File: src/rtl/matrix_pkg.sv
// matrix_pkg: shared constants, types and helpers for the 8x8 matrix scanner.
// Define MATRIX_BLANKING_EN to add the all-rows-off BLANK state before each row.
package matrix_pkg;

  localparam int MATRIX_ROWS = 8;
  localparam int MATRIX_COLS = 8;
  localparam int ROW_IDX_W   = $clog2(MATRIX_ROWS);

  typedef logic [MATRIX_COLS-1:0] row_t;
  typedef logic [ROW_IDX_W-1:0]   row_idx_t;

  typedef enum logic [1:0] {
    ST_IDLE  = 2'd0,
`ifdef MATRIX_BLANKING_EN
    ST_BLANK = 2'd1,
`endif
    ST_DRIVE = 2'd2
  } scan_state_e;

  function automatic int max_int(input int a, input int b);
    return (a > b) ? a : b;
  endfunction

  function automatic row_t row_onehot(input row_idx_t idx);
    return row_t'(1) << idx;
  endfunction

endpackage

File: src/rtl/matrix_frame_buf.sv
// matrix_frame_buf: two-bank 8x8 frame store; writes go to the back bank,
// reads come from the front bank, swap_i toggles which bank is front.
// Ports: clk_i, rst_i, wr_en_i/wr_row_i/wr_data_i (back-bank write),
//        swap_i (bank toggle), rd_row_i/rd_data_o (front-bank read).
module matrix_frame_buf
  import matrix_pkg::*;
(
  input  logic     clk_i,
  input  logic     rst_i,
  input  logic     wr_en_i,
  input  row_idx_t wr_row_i,
  input  row_t     wr_data_i,
  input  logic     swap_i,
  input  row_idx_t rd_row_i,
  output row_t     rd_data_o
);

  row_t mem_q [2][MATRIX_ROWS];
  logic front_q;
  logic rd_bank;

  // Read looks through a swap happening this cycle, so a row latched at
  // the swap edge already comes from the new front bank.
  assign rd_bank = front_q ^ swap_i;

  always_comb begin
    rd_data_o = mem_q[rd_bank][rd_row_i];
    // A write landing in the soon-to-be front bank this cycle is forwarded.
    if (swap_i && wr_en_i && (wr_row_i == rd_row_i)) begin
      rd_data_o = wr_data_i;
    end
  end

  always_ff @(posedge clk_i) begin
    if (rst_i) begin
      front_q <= 1'b0;
      for (int b = 0; b < 2; b++) begin
        for (int r = 0; r < MATRIX_ROWS; r++) begin
          mem_q[b][r] <= '0;
        end
      end
    end else begin
      if (wr_en_i) begin
        mem_q[~front_q][wr_row_i] <= wr_data_i;
      end
      if (swap_i) begin
        front_q <= ~front_q;
      end
    end
  end

endmodule

File: src/rtl/matrix_scan_ctrl.sv
// matrix_scan_ctrl: row-scan controller for an 8x8 LED matrix with a
// double-buffered frame store and frame-boundary bank swap.
// Ports: clk_i, rst_i (sync, active-high), en_i, wr_en_i, wr_row_i,
//   wr_data_i, swap_req_i -> swap_ack_o, row_sel_o, col_data_o,
//   row_idx_o, frame_done_o.
// Macro MATRIX_BLANKING_EN: insert BLANK_CYCLES of all-off before each row.
module matrix_scan_ctrl
  import matrix_pkg::*;
#(
  parameter int DWELL_CYCLES = 1000,
  parameter int BLANK_CYCLES = 4
) (
  input  logic       clk_i,
  input  logic       rst_i,
  input  logic       en_i,
  input  logic       wr_en_i,
  input  logic [2:0] wr_row_i,
  input  logic [7:0] wr_data_i,
  input  logic       swap_req_i,
  output logic       swap_ack_o,
  output logic [7:0] row_sel_o,
  output logic [7:0] col_data_o,
  output logic [2:0] row_idx_o,
  output logic       frame_done_o
);

  localparam int CNT_MAX = max_int(DWELL_CYCLES, BLANK_CYCLES);
  localparam int CNT_W   = $clog2(CNT_MAX + 1);

  localparam logic [CNT_W-1:0] DWELL_LD = CNT_W'(DWELL_CYCLES - 1);
`ifdef MATRIX_BLANKING_EN
  localparam logic [CNT_W-1:0] BLANK_LD = CNT_W'(BLANK_CYCLES - 1);
`endif

  scan_state_e      state_q, state_d;
  logic [CNT_W-1:0] cnt_q, cnt_d;
  row_idx_t         row_q, row_d;
  row_t             row_sel_q, row_sel_d;
  row_t             col_q, col_d;
  logic             fd_q, fd_d;
  logic             pend_q, pend_d;

  row_idx_t rd_row;
  row_t     rd_data;
  logic     swap_pt;
  logic     swap_take;
  logic     cnt_zero;

  // Row whose data will be latched when the next DRIVE is entered.
`ifdef MATRIX_BLANKING_EN
  assign rd_row = row_q;
`else
  assign rd_row = (state_q == ST_DRIVE) ? row_q + row_idx_t'(1) : '0;
`endif

  // fd_q marks the last dwell cycle of row 7; idle is always a swap point.
  assign swap_pt   = (state_q == ST_IDLE) | fd_q;
  assign swap_take = ~rst_i & swap_pt & (pend_q | swap_req_i);
  assign cnt_zero  = (cnt_q == '0);

  matrix_frame_buf u_buf (
    .clk_i     (clk_i),
    .rst_i     (rst_i),
    .wr_en_i   (wr_en_i),
    .wr_row_i  (wr_row_i),
    .wr_data_i (wr_data_i),
    .swap_i    (swap_take),
    .rd_row_i  (rd_row),
    .rd_data_o (rd_data)
  );

  always_comb begin
    state_d   = state_q;
    cnt_d     = cnt_q;
    row_d     = row_q;
    row_sel_d = row_sel_q;
    col_d     = col_q;
    pend_d    = swap_take ? 1'b0 : (pend_q | swap_req_i);

    if (!en_i) begin
      state_d   = ST_IDLE;
      cnt_d     = '0;
      row_d     = '0;
      row_sel_d = '0;
      col_d     = '0;
    end else begin
      unique case (state_q)
        ST_IDLE: begin
          row_d = '0;
`ifdef MATRIX_BLANKING_EN
          state_d   = ST_BLANK;
          cnt_d     = BLANK_LD;
          row_sel_d = '0;
          col_d     = '0;
`else
          state_d   = ST_DRIVE;
          cnt_d     = DWELL_LD;
          row_sel_d = row_onehot(rd_row);
          col_d     = rd_data;
`endif
        end
`ifdef MATRIX_BLANKING_EN
        ST_BLANK: begin
          if (cnt_zero) begin
            state_d   = ST_DRIVE;
            cnt_d     = DWELL_LD;
            row_sel_d = row_onehot(rd_row);
            col_d     = rd_data;
          end else begin
            cnt_d = cnt_q - CNT_W'(1);
          end
        end
`endif
        ST_DRIVE: begin
          if (cnt_zero) begin
            row_d = row_q + row_idx_t'(1);
`ifdef MATRIX_BLANKING_EN
            state_d   = ST_BLANK;
            cnt_d     = BLANK_LD;
            row_sel_d = '0;
            col_d     = '0;
`else
            state_d   = ST_DRIVE;
            cnt_d     = DWELL_LD;
            row_sel_d = row_onehot(rd_row);
            col_d     = rd_data;
`endif
          end else begin
            cnt_d = cnt_q - CNT_W'(1);
          end
        end
        default: begin
          state_d   = ST_IDLE;
          cnt_d     = '0;
          row_d     = '0;
          row_sel_d = '0;
          col_d     = '0;
        end
      endcase
    end

    // Registered pulse: high exactly during row 7's final dwell cycle.
    fd_d = (state_d == ST_DRIVE) && (row_d == row_idx_t'(MATRIX_ROWS - 1))
           && (cnt_d == '0);
  end

  always_ff @(posedge clk_i) begin
    if (rst_i) begin
      state_q   <= ST_IDLE;
      cnt_q     <= '0;
      row_q     <= '0;
      row_sel_q <= '0;
      col_q     <= '0;
      fd_q      <= 1'b0;
      pend_q    <= 1'b0;
    end else begin
      state_q   <= state_d;
      cnt_q     <= cnt_d;
      row_q     <= row_d;
      row_sel_q <= row_sel_d;
      col_q     <= col_d;
      fd_q      <= fd_d;
      pend_q    <= pend_d;
    end
  end

  assign swap_ack_o   = swap_take;
  assign row_sel_o    = row_sel_q;
  assign col_data_o   = col_q;
  assign row_idx_o    = row_q;
  assign frame_done_o = fd_q;

endmodule

File: config.mk
export PLATFORM = sky130hd
export DESIGN_NAME = matrix_scan_ctrl
export DESIGN_NICKNAME = d
export VERILOG_FILES = /design/src/rtl/matrix_pkg.sv /design/src/rtl/matrix_frame_buf.sv /design/src/rtl/matrix_scan_ctrl.sv
export SDC_FILE = /design/constraint.sdc
export NUM_CORES = 1
export LEC_CHECK = 0
export ABC_AREA = 1
export ABC_CLOCK_PERIOD_IN_PS = 6300
export CAP_MARGIN = 10
export CORE_ASPECT_RATIO = 1.2
export CORE_MARGIN = 3
export CORE_UTILIZATION = 55
export DETAILED_ROUTE_END_ITERATION = 16
export DONT_BUFFER_PORTS = 1
export PLACE_DENSITY = 0.81
export SYNTH_ARGS = -nofsm -noshare
export SYNTH_HDL_FRONTEND = slang
export SYNTH_SLANG_ARGS = --single-unit
File: constraint.sdc
create_clock -name clk_i -period 6.3 [get_ports clk_i]
set_input_delay 1.575 -clock clk_i [delete_from_list [all_inputs] [get_ports clk_i]]
set_output_delay 1.575 -clock clk_i [all_outputs]
set_load 0.05 [all_outputs]
# --- Word level (Yosys, flattened, before mapping) ---
# Memory sizes are Yosys's and may differ from the RTL's.
# Cells that the tools add are included.
op_classes:
  add_sub_neg: 2
  magnitude_cmp: 3
  n_eq_ne: 5
  shifts: 1
  n_mux: 28
  bitwise_logic: 10
  n_reduce_logical: 11
ops:
  columns: ["cell", "count"]
  rows:
  - ["$mux 64", 3]
  - ["$reduce_or 64->1", 1]
  - ["$mux 8", 6]
  - ["$pmux 8 s2", 2]
  - ["$bmux 8 s3", 1]
  - ["$demux 8 s3", 1]
  - ["$logic_not 10->1", 2]
  - ["$mux 10", 2]
  - ["$pmux 10 s2", 1]
  - ["$mux 3", 4]
  - ["$sub 10x1->10 const B", 1]
  - ["$ge 4x4->1 const B", 2]
  - ["$not 3->4", 2]
  - ["$shl 1x3->8 const A", 1]
  - ["$logic_and 1x1->1", 5]
  - ["$mux 1", 5]
  - ["$eq 2x2->1 const B", 2]
  - ["$lt 4x1->1 const B", 1]
  - ["$mux 2", 2]
  - ["$pmux 2 s2", 1]
  - ["$reduce_or 2->1", 2]
  - ["$add 3x1->3 const B", 1]
  - ["$eq 3x3->1", 1]
  - ["$eq 3x3->1 const B", 1]
  - ["other kinds (6)", 10]
word_totals:
  ff_bits: 34
  mem_bits_rw: 128
  word_cells: 69
  memories: 1
mem_list:
  columns: ["memory", "words", "width", "read_ports", "rd_ports_with_merged_regs", "write_ports", "line", "source"]
  rows:
  - ["u_buf.mem_q", 2, 64, 1, 0, 2, "matrix_frame_buf.sv:18", "row_t mem_q [2][MATRIX_ROWS];"]

# --- Depth between registers and ports, before layout ---
# Gate-level depths: netlist (run 1).
# An unclocked memory read counts as a cell.
logic_depth:
  word_depth: 12
  ltp_mapped: 15
  mapped_depth_nobuf: 15

# --- Hierarchy ---
# Synthesis (run 1) repeated with hierarchy kept, for this count alone.
unflattened:
  hier_cells: 931
  hier_area_um2: 7840.0
modules_own_cells:
  columns: ["mod", "instances", "cells_per_inst", "area_each_um2"]
  rows:
  - ["matrix_frame_buf", 1, 711, 6322.3]
  - ["matrix_scan_ctrl", 1, 220, 1517.7]

# --- Worst setup path after synthesis (run 1) ---
# OpenSTA, ideal clock, no wires.
synth_path:
  path_kind: "in2out"
  from: "in rst_i"
  to: "out swap_ack_o"
  arrival_ps: 2663
  required_time_ps: 4725
  slack_ps: 2062
  path_stages: 4
  path_buffers: 1
  path_cell_list: "buf_4 -> inv_2 -> o21ai_1 -> nor2_1"
synth_between:
  elab_chain_cells: 3
synth_rtl:
  columns: ["element", "line", "source"]
  rows:
  - ["from (decl)", "matrix_scan_ctrl.sv:14", "input logic rst_i,"]
  - ["$not 1->1", "matrix_scan_ctrl.sv:58", "assign swap_take = ~rst_i & swap_pt & (pend_q | swap_req_i);"]
  - ["$and 1x1->1 (2 in series)", "matrix_scan_ctrl.sv:58", null]
  - ["to (decl)", "matrix_scan_ctrl.sv:20", "output logic swap_ack_o,"]
# No other way between the ends.

# --- Final worst setup path (run 1) ---
# Ends and elaborated chain as after synthesis.

==> impl_metrics.tcl, run 1 <==
set metrics [dict create \
    finalCriticalPeriod_ns 4.22 \
    wirelength_mm 19.6 \
    wl_per_cell_um 17.4 \
    cts.clk_slew.worst_paths_ns 0.06 \
    power_mw 2.34 \
    cp-start-kind "input pin" \
    diodes 0 \
    dp_hpwl_mm 13.0 \
    post_cts_buffers 0 \
    die_area_sq_mm 0.0159 \
    drive_gt1_share_pct 5.46 \
    synth_edf_count 128 \
    powerDensity_mw_per_mm2 273 \
    cts.sinks 162 \
    yosysSeqAreaShare_pct 57.1 \
    p_int_mw 1.75 \
    grt_start_max_net_pins 37 \
    numPortBuffers 0 \
    power.switching_uw 583 \
    grt_usage_pct 25.3 \
    worstMarginPinSlew_ns 1.04 \
    gp_congestion 0.959 \
    cts_tree "yes" \
    clockBufferDepth 2 \
    antenna_left 0 \
    grt_pass1_wl_mm 30.0 \
    status "finished, final reports clean" \
    first_iter_violations 739 \
    layout.cells.most_common "nand2_1" \
    dp_slack_ns 2.10 \
    synth.avg_cell_area_sq_um 8.35 \
    power_frac_comb_pct 7.3 \
    overflow 0 \
    max-slew-margin-rel_pct 30.9 \
    slew_viol_final 0 \
    grt_pass1_vias 5833 \
    clock_latency_ns 0.43 \
    clock-root-buffer "clkbuf_16" \
    final_cell_mix "222 x nand2_1, 186 x nor2_1, 164 x inv_1" \
    cp_max_fo 18 \
    io_pins 37 \
    worstPathArrival_ns 2.64 \
    endpoint_kind "output pin" \
    ir_drop_uv 212 \
    initial_core_util_pct 56.8 \
    maxCapViolations 0 \
    fin_crit_sh_pct 66.9 \
    core-area_sq_mm 0.0139 \
    yosysUniqueCellTypes 29 \
    setup_slack_ns 2.08 \
    syn_inst 948 \
    dr.pass1.iters 8 \
    synth_flop_cell "edfxtp_1" \
    die_w_um 116 \
    antenna_found_initial 0 \
    syn-num-nets 966 \
    finalHoldViolCount 0 \
    crit_type "input pin to output pin" \
    cts_max_level 4 \
    rows 47 \
    async_flop_share_pct 0 \
    drc_errors 0 \
    place_area_sq_mm 0.00803 \
    setup_violations 0 \
    fin_hold_ws_ns 0.522 \
    viasPerCell 5.60 \
    syn2layout_area_growth_pct 8.15 \
    leakagePower_nw 3.75 \
    yosysWarnings 0 \
    final_cell_area_sq_mm 0.00856 \
    required_ns 4.72 \
    skew_ns 0.00976 \
    rsz0062_at_grt "false" \
    die_h_um 137 \
    setup-tns-final_ns 0 \
    syn_area_sq_mm 0.00792 \
    cts_resized 0 \
    cts-buffers-inserted 17 \
    fin_nets 958 \
    hold_class "flip-flop to flip-flop" \
    netSwitchingFraction_pct 24.9 \
    vias 6291 \
    p_seq_share_pct 52.4 \
    nFillCells 1127 \
    power_frac_clock_pct 40.3 \
    ctsHoldBuffers 0 \
    ys_ff_latch 162 \
    fmax_ghz 0.237 \
]
==> final cells by class <==
class | count | area (sq um) | share of cell area (%)
sequential | 162 | 4520 | 52.8
multi-input combinational | 585 | 2610 | 30.5
inverter | 168 | 631 | 7.36
clock buffer | 18 | 429 | 5.01
tap | 171 | 214 | 2.50
clock inverter | 14 | 106 | 1.24
timing repair buffer | 6 | 45.0 | 0.526
==> registers in the layout, indices dropped and copies added, names as in the netlist <==
register and count:
u_buf.front_q 1, row_idx_o 3, row_sel_o 8, state_q 2
cnt_q 10, frame_done_o 1, col_data_o 8, pend_q 1
u_buf.mem_q 128
==> synthesized netlist by cell type, types with 8 or more instances <==
cell | n | share of area, %
edfxtp_1 | 128 | 49
dfxtp_1 | 34 | 8.6
o21ai_0 | 8 | 0.51
nand4_1 | 37 | 2.9
nand3_1 | 62 | 3.9
a21oi_1 | 18 | 1.1
inv_1 | 164 | 7.8
nor2_1 | 186 | 8.8
clkbuf_1 | 15 | 0.71
buf_2 | 11 | 0.70
nand2_1 | 222 | 11
nand3b_1 | 16 | 1.5
==> cells by family after synthesis <==
| kind of cell | synth area share (%) |
|---|---|
| other | 0.0474 |
| AND/OR/NAND/NOR | 29.5 |
| flip-flops | 57.1 |
| buffers and inverters | 9.84 |
| XOR/XNOR | 1.22 |
| AO/OA/AOI/OAI | 1.98 |
| adder cells (fa/ha/maj) | 0.316 |
==> stage by stage <==
step / util, % / cells
finish: 61.4 / 1124
global route: 61.4 / 1124
CTS: 61.4 / 1124
detailed placement: 57.6 / 1092
global placement: 57.6 / 1092
floorplan: - / 948
==> metal layers <==
metal | up-vias | share of wire [%] | global-route usage (%)
li1 | 2981 | - | -
met1 | 2879 | 36 | 29.7
met2 | 357 | 50 | 43.3
met3 | 74 | 9.7 | 5.01
met4 | 0 | 4.2 | 14.2
met5 | - | 0 | 0
==> critical path: stages <==
cell	delay (ns)
inv_2	0.13
o21ai_1	0.13
nor2_1	0.80
==> final timing paths <==
| path | startpoint | slack [ns] | cells past startpoint | end |
|---|---|---|---|---|
| worst max-delay path | rst_i | 2.08 | 3 | swap_ack_o |
| worst min-delay path | pend_q | 0.52 | 2 | pend_q |
| worst max register to register | row_idx_o[1] | 2.27 | 13 | col_data_o[2] |
| worst min register to register | pend_q | 0.52 | 2 | pend_q |
==> power by group through the flow <==
stage          sequential, mW  clock [mW]  combinational [mW]
2_1_floorplan            1.24           0               0.125
3_3_place_gp             1.25           0               0.163
3_5_place_dp             1.25           0               0.166
4_1_cts                  1.22       0.937               0.168
5_1_grt                  1.23       0.994               0.189
6_report                 1.22       0.941               0.170
(Power assumes the default switching activity.)
==> run 2, diff against run 1 <==
ABC_CLOCK_PERIOD_IN_PS = 4200   (was 6300)
clock period = 4.2 ns   (was 6.3 ns; I/O delays follow)
==> run 2 against run 1 <==
Net effect: die area is the same; register-to-register slack lost 1.2 ns; routed wire length grew 4.3%; clock-buffer cell count grew 6; design area grew 1.4%; via count grew 2.1%; utilization grew 0.86 points; sequential share of layout area shrank 0.73 points; combinational power grew 53%; global-route usage grew 1.1 points; critical endpoint is now col_data_o[0]; largest cell class unchanged; largest power group unchanged.
==> impl_metrics.tcl, run 2 (same netlist as run 1, synthesis figures left out) <==
set metrics [dict create \
    cp_max_fo 20 \
    cts-buffers-inserted 17 \
    fin_nets 962 \
    io_pins 37 \
    cp-start-kind "flip-flop" \
    clock_latency_ns 0.44 \
    powerDensity_mw_per_mm2 425 \
    slowest_delay_ns 0.70 \
    dp_hpwl_mm 13.7 \
    diodes 0 \
    first_iter_violations 978 \
    core-area_sq_mm 0.0139 \
    numPortBuffers 0 \
    cts_resized 0 \
    grt_pass1_wl_mm 31.2 \
    ir_drop_uv 329 \
    overflow 0 \
    critPathTopFamily "simple AND/OR/NAND/NOR gates" \
    cts_max_level 4 \
    post_cts_buffers 0 \
    crit_chain "ha_1 > nand3_2 > nor2_1 > buf_4 > nand2_1 > nand2_1 > nor2_1 > nand2_1 > nand3_1 > nand2_1 > nand2_1 > nand2_1 > a21oi_1" \
    wirelength_mm 20.4 \
    cts.clk_slew.worst_paths_ns 0.06 \
    critPathBufInv 1 \
    top_regs "u_buf.mem_q x128, cnt_q x10" \
    drive_gt1_share_pct 5.96 \
    viasPerCell 5.70 \
    die_area_sq_mm 0.0159 \
    cts_tree "yes" \
    grt_pass1_vias 5997 \
    cts.sinks 162 \
    setup-tns-final_ns 0 \
    syn2layout_area_growth_pct 9.67 \
    max-slew-margin-rel_pct 28.6 \
    finalHoldViolCount 0 \
    crit_type "flip-flop to flip-flop" \
    worstMarginPinSlew_ns 1.07 \
    status "finished, final reports clean" \
    grt_usage_pct 26.5 \
    final_cell_mix "222 x nand2_1, 186 x nor2_1, 164 x inv_1" \
    ctsHoldBuffers 0 \
    maxCapViolations 0 \
    leakagePower_nw 3.82 \
    rows 47 \
    slew_viol_final 0 \
    skew_ns 0.0112 \
    fmax_ghz 0.324 \
    finalCriticalPeriod_ns 3.08 \
    wl_per_cell_um 18.1 \
    required_ns 4.51 \
    fin_crit_sh_pct 73.4 \
    dr.pass1.iters 6 \
    initial_core_util_pct 56.8 \
    regMostFlops "u_buf.mem_q" \
    rsz0062_at_grt "false" \
    layout.cells.most_common "nand2_1" \
    crit_slowest_cell "dfxtp_1" \
    antenna_left 0 \
    die_w_um 116 \
    worstPathArrival_ns 3.39 \
    clockBufferDepth 2 \
    die_h_um 137 \
    power_mw 3.69 \
    hold_class "flip-flop to flip-flop" \
    vias 6426 \
    grt_start_max_net_pins 37 \
    drc_errors 0 \
    worst_path_most_repeated_cell "nand2_1" \
    setup_violations 0 \
    gp_congestion 0.997 \
    largest_reg_flops 128 \
    endpoint_kind "flip-flop" \
    antenna_found_initial 0 \
    clock-root-buffer "clkbuf_16" \
]
-- run 2: worst reg2reg max path: stages (launching register included) --
cell and delay (ns):
dfxtp_1 0.70, ha_1 0.27, nand3_2 0.38, nor2_1 0.55, buf_4 0.36, nand2_1 0.10
nand2_1 0.09, nor2_1 0.06, nand2_1 0.06, nand3_1 0.12, nand2_1 0.11, nand2_1 0.05
nand2_1 0.07, a21oi_1 0.05
-- run 2: final timing paths --
| path | startpoint | cells past startpoint | slack (ns) | endpoint |
|---|---|---|---|---|
| setup / recovery | row_idx_o[0] | 13 | 1.12 | col_data_o[0] |
| setup reg to reg | row_idx_o[0] | 13 | 1.12 | col_data_o[0] |
| hold / removal | pend_q | 2 | 0.55 | pend_q |
| hold reg to reg | pend_q | 2 | 0.55 | pend_q |
-- run 2: through the flow --
step | hold slack [ns] | utilization, % | area (sq um) | std cells | worst slack [ns]
after detailed placement | 0.539 | 57.8 | 8060 | 1096 | 1.22
after CTS | 0.555 | 62.3 | 8680 | 1128 | 1.18
after global placement | 0.497 | 57.8 | 8060 | 1096 | 1.26
after global routing | 0.606 | 62.3 | 8680 | 1128 | 0.894
after floorplan | 0.480 | - | 7920 | 948 | 1.01
final | 0.552 | 62.3 | 8680 | 1128 | 1.12
-- run 2: per-layer routing --
| metal | share of wire [%] | track usage (%) | up-vias |
|---|---|---|---|
| met2 | 47 | 41.8 | 415 |
| met1 | 37 | 32.7 | 2950 |
| met3 | 11 | 6.63 | 68 |
| met4 | 4.7 | 15.9 | 0 |
| li1 | - | - | 2993 |
| met5 | 0 | 0 | - |
-- run 2: report_power, final --
| group | internal, mW | switching (mW) |
|---|---|---|
| registers | 1.80 | 0.0360 |
| logic | 0.0662 | 0.194 |
| clock network | 0.952 | 0.642 |
-- run 2: final cells by class --
class	instances	area, sq um
Clock buffer	24	568
Clock inverter	8	57.6
Fill cell	1116	5250
Inverter	168	631
Multi-Input combinational cell	585	2610
Sequential cell	162	4520
Tap cell	171	214
Timing Repair Buffer	10	75.1
